==> src/rtl/piso_pkg.sv <==
// Shared definitions for the PISO serializer: FSM state encoding, default
// word width and the counter-width helper.
package piso_pkg;

  localparam int DEFAULT_WIDTH = 8;

  typedef enum logic [1:0] {
    IDLE   = 2'd0,
    SHIFT  = 2'd1,
    PARITY = 2'd2
  } state_t;

  // Number of bits needed to hold the values 0 .. value-1.
  function automatic int clog2(input int value);
    int r;
    r = 0;
    for (int i = 0; i < 31; i++) begin
      if ((1 << i) < value) r = i + 1;
    end
    return r;
  endfunction

endpackage

==> src/rtl/bit_counter.sv <==
// Synchronous-clear up-counter that stops at LIMIT and flags it on tc.
// Used by the serializer to mark the final data bit of a frame.
module bit_counter
  import piso_pkg::*;
#(
  parameter int               CNT_W = 3,
  parameter logic [CNT_W-1:0] LIMIT = '1
) (
  input  logic clk,
  input  logic clr,
  input  logic en,
  output logic tc
);

  logic [CNT_W-1:0] count;

  // Count up while enabled; hold at LIMIT so the value never wraps.
  always_ff @(posedge clk) begin
    if (clr) begin
      count <= '0;
    end else if (en && !tc) begin
      count <= count + CNT_W'(1);
    end
  end

  assign tc = (count == LIMIT);

endmodule

==> src/rtl/piso_serializer.sv <==
// Parallel-in/serial-out transmitter: WIDTH-bit words in on a valid/ready
// handshake, MSB-first bit stream out with ser_valid / ser_last framing.
// Optional feature macro: PISO_SERIALIZER_PARITY_EN appends an even-parity
// bit after the data bits of every frame.
//
// Handshake: a word transfers at a rising edge where load_valid && load_ready.
// load_ready never depends on load_valid; the upstream holds load_data stable
// until the transfer happens.
module piso_serializer
  import piso_pkg::*;
#(
  parameter int WIDTH = DEFAULT_WIDTH
) (
  input  logic             clk,
  input  logic             rst,
  input  logic [WIDTH-1:0] load_data,
  input  logic             load_valid,
  output logic             load_ready,
  output logic             ser_d,
  output logic             ser_valid,
  output logic             ser_last,
  output logic             busy,
  output state_t           dbg_state
);

  localparam int               CNT_W    = clog2(WIDTH);
  localparam logic [CNT_W-1:0] LAST_IDX = CNT_W'(WIDTH - 1);

  state_t           state;
  logic [WIDTH-1:0] shreg;
  logic             rdy_en;
  logic             accept;
  logic             tc;
  logic             cnt_clr;
  logic             cnt_en;
`ifdef PISO_SERIALIZER_PARITY_EN
  logic             par_q;
`endif

  assign accept = load_valid && load_ready;

  // Counter restarts on reset, on every new word and after the final data bit.
  assign cnt_clr = rst || accept || tc;
  assign cnt_en  = (state == SHIFT);

  bit_counter #(
    .CNT_W (CNT_W),
    .LIMIT (LAST_IDX)
  ) u_bit_counter (
    .clk (clk),
    .clr (cnt_clr),
    .en  (cnt_en),
    .tc  (tc)
  );

  // Main FSM: loads words, shifts the data out MSB first and chains frames.
  always_ff @(posedge clk) begin
    if (rst) begin
      state  <= IDLE;
      shreg  <= '0;
      rdy_en <= 1'b0;
`ifdef PISO_SERIALIZER_PARITY_EN
      par_q  <= 1'b0;
`endif
    end else begin
      rdy_en <= 1'b1;
      case (state)
        IDLE: begin
          if (accept) begin
            shreg <= load_data;
`ifdef PISO_SERIALIZER_PARITY_EN
            par_q <= ^load_data;
`endif
            state <= SHIFT;
          end
        end
        SHIFT: begin
          if (tc) begin
            if (accept) begin
              // Back-to-back frame: reload on the final bit, no idle gap.
              shreg <= load_data;
`ifdef PISO_SERIALIZER_PARITY_EN
              par_q <= ^load_data;
`endif
            end else begin
              shreg <= '0;
`ifdef PISO_SERIALIZER_PARITY_EN
              state <= PARITY;
`else
              state <= IDLE;
`endif
            end
          end else begin
            shreg <= {shreg[WIDTH-2:0], 1'b0};
          end
        end
`ifdef PISO_SERIALIZER_PARITY_EN
        PARITY: begin
          if (accept) begin
            shreg <= load_data;
            par_q <= ^load_data;
            state <= SHIFT;
          end else begin
            state <= IDLE;
          end
        end
`endif
        default: state <= IDLE;
      endcase
    end
  end

  // Output decode, taken only from registers.
`ifdef PISO_SERIALIZER_PARITY_EN
  assign ser_last = (state == PARITY);
  assign ser_d    = (state == SHIFT)  ? shreg[WIDTH-1] :
                    (state == PARITY) ? par_q : 1'b0;
`else
  assign ser_last = tc;
  assign ser_d    = (state == SHIFT) ? shreg[WIDTH-1] : 1'b0;
`endif
  assign ser_valid  = (state != IDLE);
  assign busy       = ser_valid;
  assign load_ready = rdy_en && ((state == IDLE) || ser_last);
  assign dbg_state  = state;

endmodule

==> config.mk <==
export PLATFORM = sky130hd
export DESIGN_NAME = piso_serializer
export DESIGN_NICKNAME = d
export VERILOG_FILES = /design/src/rtl/piso_pkg.sv /design/src/rtl/bit_counter.sv /design/src/rtl/piso_serializer.sv
export SDC_FILE = /design/constraint.sdc
export NUM_CORES = 1
export LEC_CHECK = 0
export CORE_MARGIN = 1.5
export CORE_UTILIZATION = 49
export DETAILED_ROUTE_END_ITERATION = 6
export PLACE_DENSITY = 0.77
export RECOVER_POWER = 100
export SLEW_MARGIN = 20
export SYNTH_ARGS = -nofsm -noshare
export SYNTH_HDL_FRONTEND = slang
export SYNTH_SLANG_ARGS = --single-unit
==> constraint.sdc <==
create_clock -name clk -period 4.05 [get_ports clk]
set_input_delay 0.81 -clock clk [delete_from_list [all_inputs] [get_ports clk]]
set_output_delay 0.81 -clock clk [all_outputs]
set_load 0.01 [all_outputs]
==> flow_summary.toml <==
[outcome]
outcome = "complete, no violations"

[floorplanning]
coreArea_um2 = 1300
die_h_um = 40.2
die-area_um2 = 1620
rows = 13
die_x_um = 40.2
start_util_pct = 52.1
ios = 18

[route]
routed_wirelength_um = 1200
wl_per_cell_um = 11.9
vias = 527
ant_nets = 0
via_per_inst = 5.22
drt_first_pass_iters = 2
drt_iter0_markers = 5
drc = 0

[worst_setup_path]
cp_cell_sequence = "ha_1 > ha_1 > nor2b_1 > nor2b_1 > dlygate4sd3_1"
worst-path-max-fanout = 12
startpoint_type = "register"
critPathRequiredTime_ns = 3.24
critPathMaxStageDelay_ns = 0.69
cp_slowest_cell = "nor2b_1"
crit_type = "register to output pin"
critPathCaptureType = "output pin"
worstPathArrival_ns = 2.42

[synth]
ys_seq_area_share_pct = 38.4
ys_warn_count = 0
syn_area_um2 = 678
synth_cells = 74
synth.avg_cell_area_um2 = 9.16
synth_area_leaders = "dfxtp_1, a221oi_2, a21oi_1"
synth_top_area_share_pct = 38.4
synth-seq-cells = 13
synth_area_leader_cell = "dfxtp_1"
synth.distinct_cells = 21
syn_nets = 88

[clocking]
clock-root-buffer = "clkbuf_4"
cts_buffer_depth = 2
clk_latency_ns = 0.27
cts_resized = 0
h-tree-depth = 1
cts_tree = "yes"
cts-hold-fix-buffers = 0
cts_made_buffers = 3
postCtsSetupRepairBufs = 0
cts_sinks = 13
cts.clk_slew.worst_paths_ns = 0.08

[timing]
finalCriticalPeriod_ns = 3.23
worstMarginPinSlew_ns = 0.869
setup_tns_ns = 0
max_freq_mhz = 309
drv_slew = 0
skew_ns = 0.00109
max_slew_margin_pct = 41.9
finalSetupViolCount = 0
rsz0062_at_grt = "no"
setup_ws_ns = 0.815
min_period_over_period_pct = 79.9
finalHoldViolCount = 0

[layout]
most-common-layout-cells = "dfxtp_1, inv_1, clkdlybuf4s50_1, a21oi_1"
nets = 101
area_growth_pct = 19.6
final_cells = 101
final_common_cell = "dfxtp_1"
layout-drive-gt1-share_pct = 8.14
num_antenna_cells = 0

[power]
p_sw_share_pct = 31.1
p_switching_w = 0.000106
p_clk_share_pct = 22.6
peakVddDrop_v = 0.000265
combPwrFrac_pct = 31.2
power_frac_seq_pct = 46.2
cellPowerDensity_nw_per_um2 = 421
p_int_w = 0.000235
p_leak_nw = 0.329

[global_route]
grt_usage_pct = 17.1
grt_start_max_net_pins = 17
grt_pass1_wl_um = 1780
antenna_found_initial = 0
overflow = 0
first_global_vias = 428

[placement]
post-dp-hpwl_um = 852
portBuffers = 16
dpl.cell_count = 97
place_ws_ns = 1.46
gp_congestion = 0.684

[flow_run]
max_cap_viol_count = 0

[worst_hold_path]
hold_path_class = "register to register"
-- flip-flops by register name (all words and copies together), names as in the netlist --
register	flops
dbg_state	1
rdy_en	1
shreg	8
u_bit_counter.count	3
-- kinds of logic (layout without fill, tap and decap cells) --
family                   Yosys count  count (layout)  synth area share [%]
multiplexers                       2               2                  2.95
AO/OA/AOI/OAI                     25              25                  29.5
other                              1               1                 0.553
flip-flops                        13              13                  38.4
AND/OR/NAND/NOR                   12              12                  9.23
buffers and inverters             17              29                  12.5
XOR/XNOR                           1               1                  1.29
adder cells (fa/ha/maj)            3               3                  5.54
-- path summary, 6_finish.rpt --
check                                                          from               endpoint  slack (ns)  cells past startpoint
worst max-delay path            u_bit_counter.count[0]$_SDFFE_PP0P_             load_ready        0.82                      5
worst min-delay path                          shreg[0]$_SDFFE_PP0P_  shreg[0]$_SDFFE_PP0P_        0.48                      2
worst max register to register  u_bit_counter.count[0]$_SDFFE_PP0P_  shreg[1]$_SDFFE_PP0P_        1.44                      7
worst min register to register                shreg[0]$_SDFFE_PP0P_  shreg[0]$_SDFFE_PP0P_        0.48                      2
-- layer usage --
metal | up-vias | part of all wire [%] | GRT usage, %
met5 | - | 0 | 0
met4 | 0 | 0.67 | 10.0
met3 | 2 | 5.2 | 5.00
met2 | 12 | 42 | 24.2
met1 | 236 | 52 | 22.9
li1 | 277 | - | -
-- stage by stage --
step                hold slack [ns]  total power (W)  instance area (µm²)  utilization [%]
floorplan                     0.441         0.000250                  678                -
global placement              0.453         0.000276                  806             61.9
detailed placement            0.460         0.000279                  806             61.9
CTS                           0.472         0.000358                  832             63.9
global route                  0.498         0.000366                  811             62.3
finish                        0.475         0.000341                  811             62.3
-- critical path, delay by kind of cell (launching register included) --
| kind | cells | cell delay [ns] |
|---|---|---|
| DFF | 1 | 0.33 |
| buffers and inverters | 1 | 0.64 |
| and+or+nand+nor | 2 | 0.77 |
| adders and majority gates | 2 | 0.42 |
-- cells in the mapped netlist (all sizes together) --
cell    number
dfxtp       13
inv          9
o21ai        9
a21oi        8
a221oi       7
buf          7
nor2         5
ha           3
nor2b        3
mux2i        2
a311o        1
and3         1
clkbuf       1
conb         1
nand2        1
nand3        1
nand3b       1
xnor2        1
-- power groups by stage --
stage	Combinational (W)	Sequential (W)	Clock, W
2_1_floorplan	0.0000913	0.000159	0
3_3_place_gp	0.000116	0.000160	0
3_5_place_dp	0.000118	0.000161	0
4_1_cts	0.000118	0.000158	0.0000819
5_1_grt	0.000117	0.000160	0.0000888
6_report	0.000106	0.000158	0.0000772
-- final cells by class --
type	instances	area [µm²]
multi-input combinational	44	312
timing repair buffer	16	160
sequential	13	260
fill	115	490
clock buffer	4	26.3
tap	15	18.8
inverter	9	33.8
(Power assumes the default switching activity.)
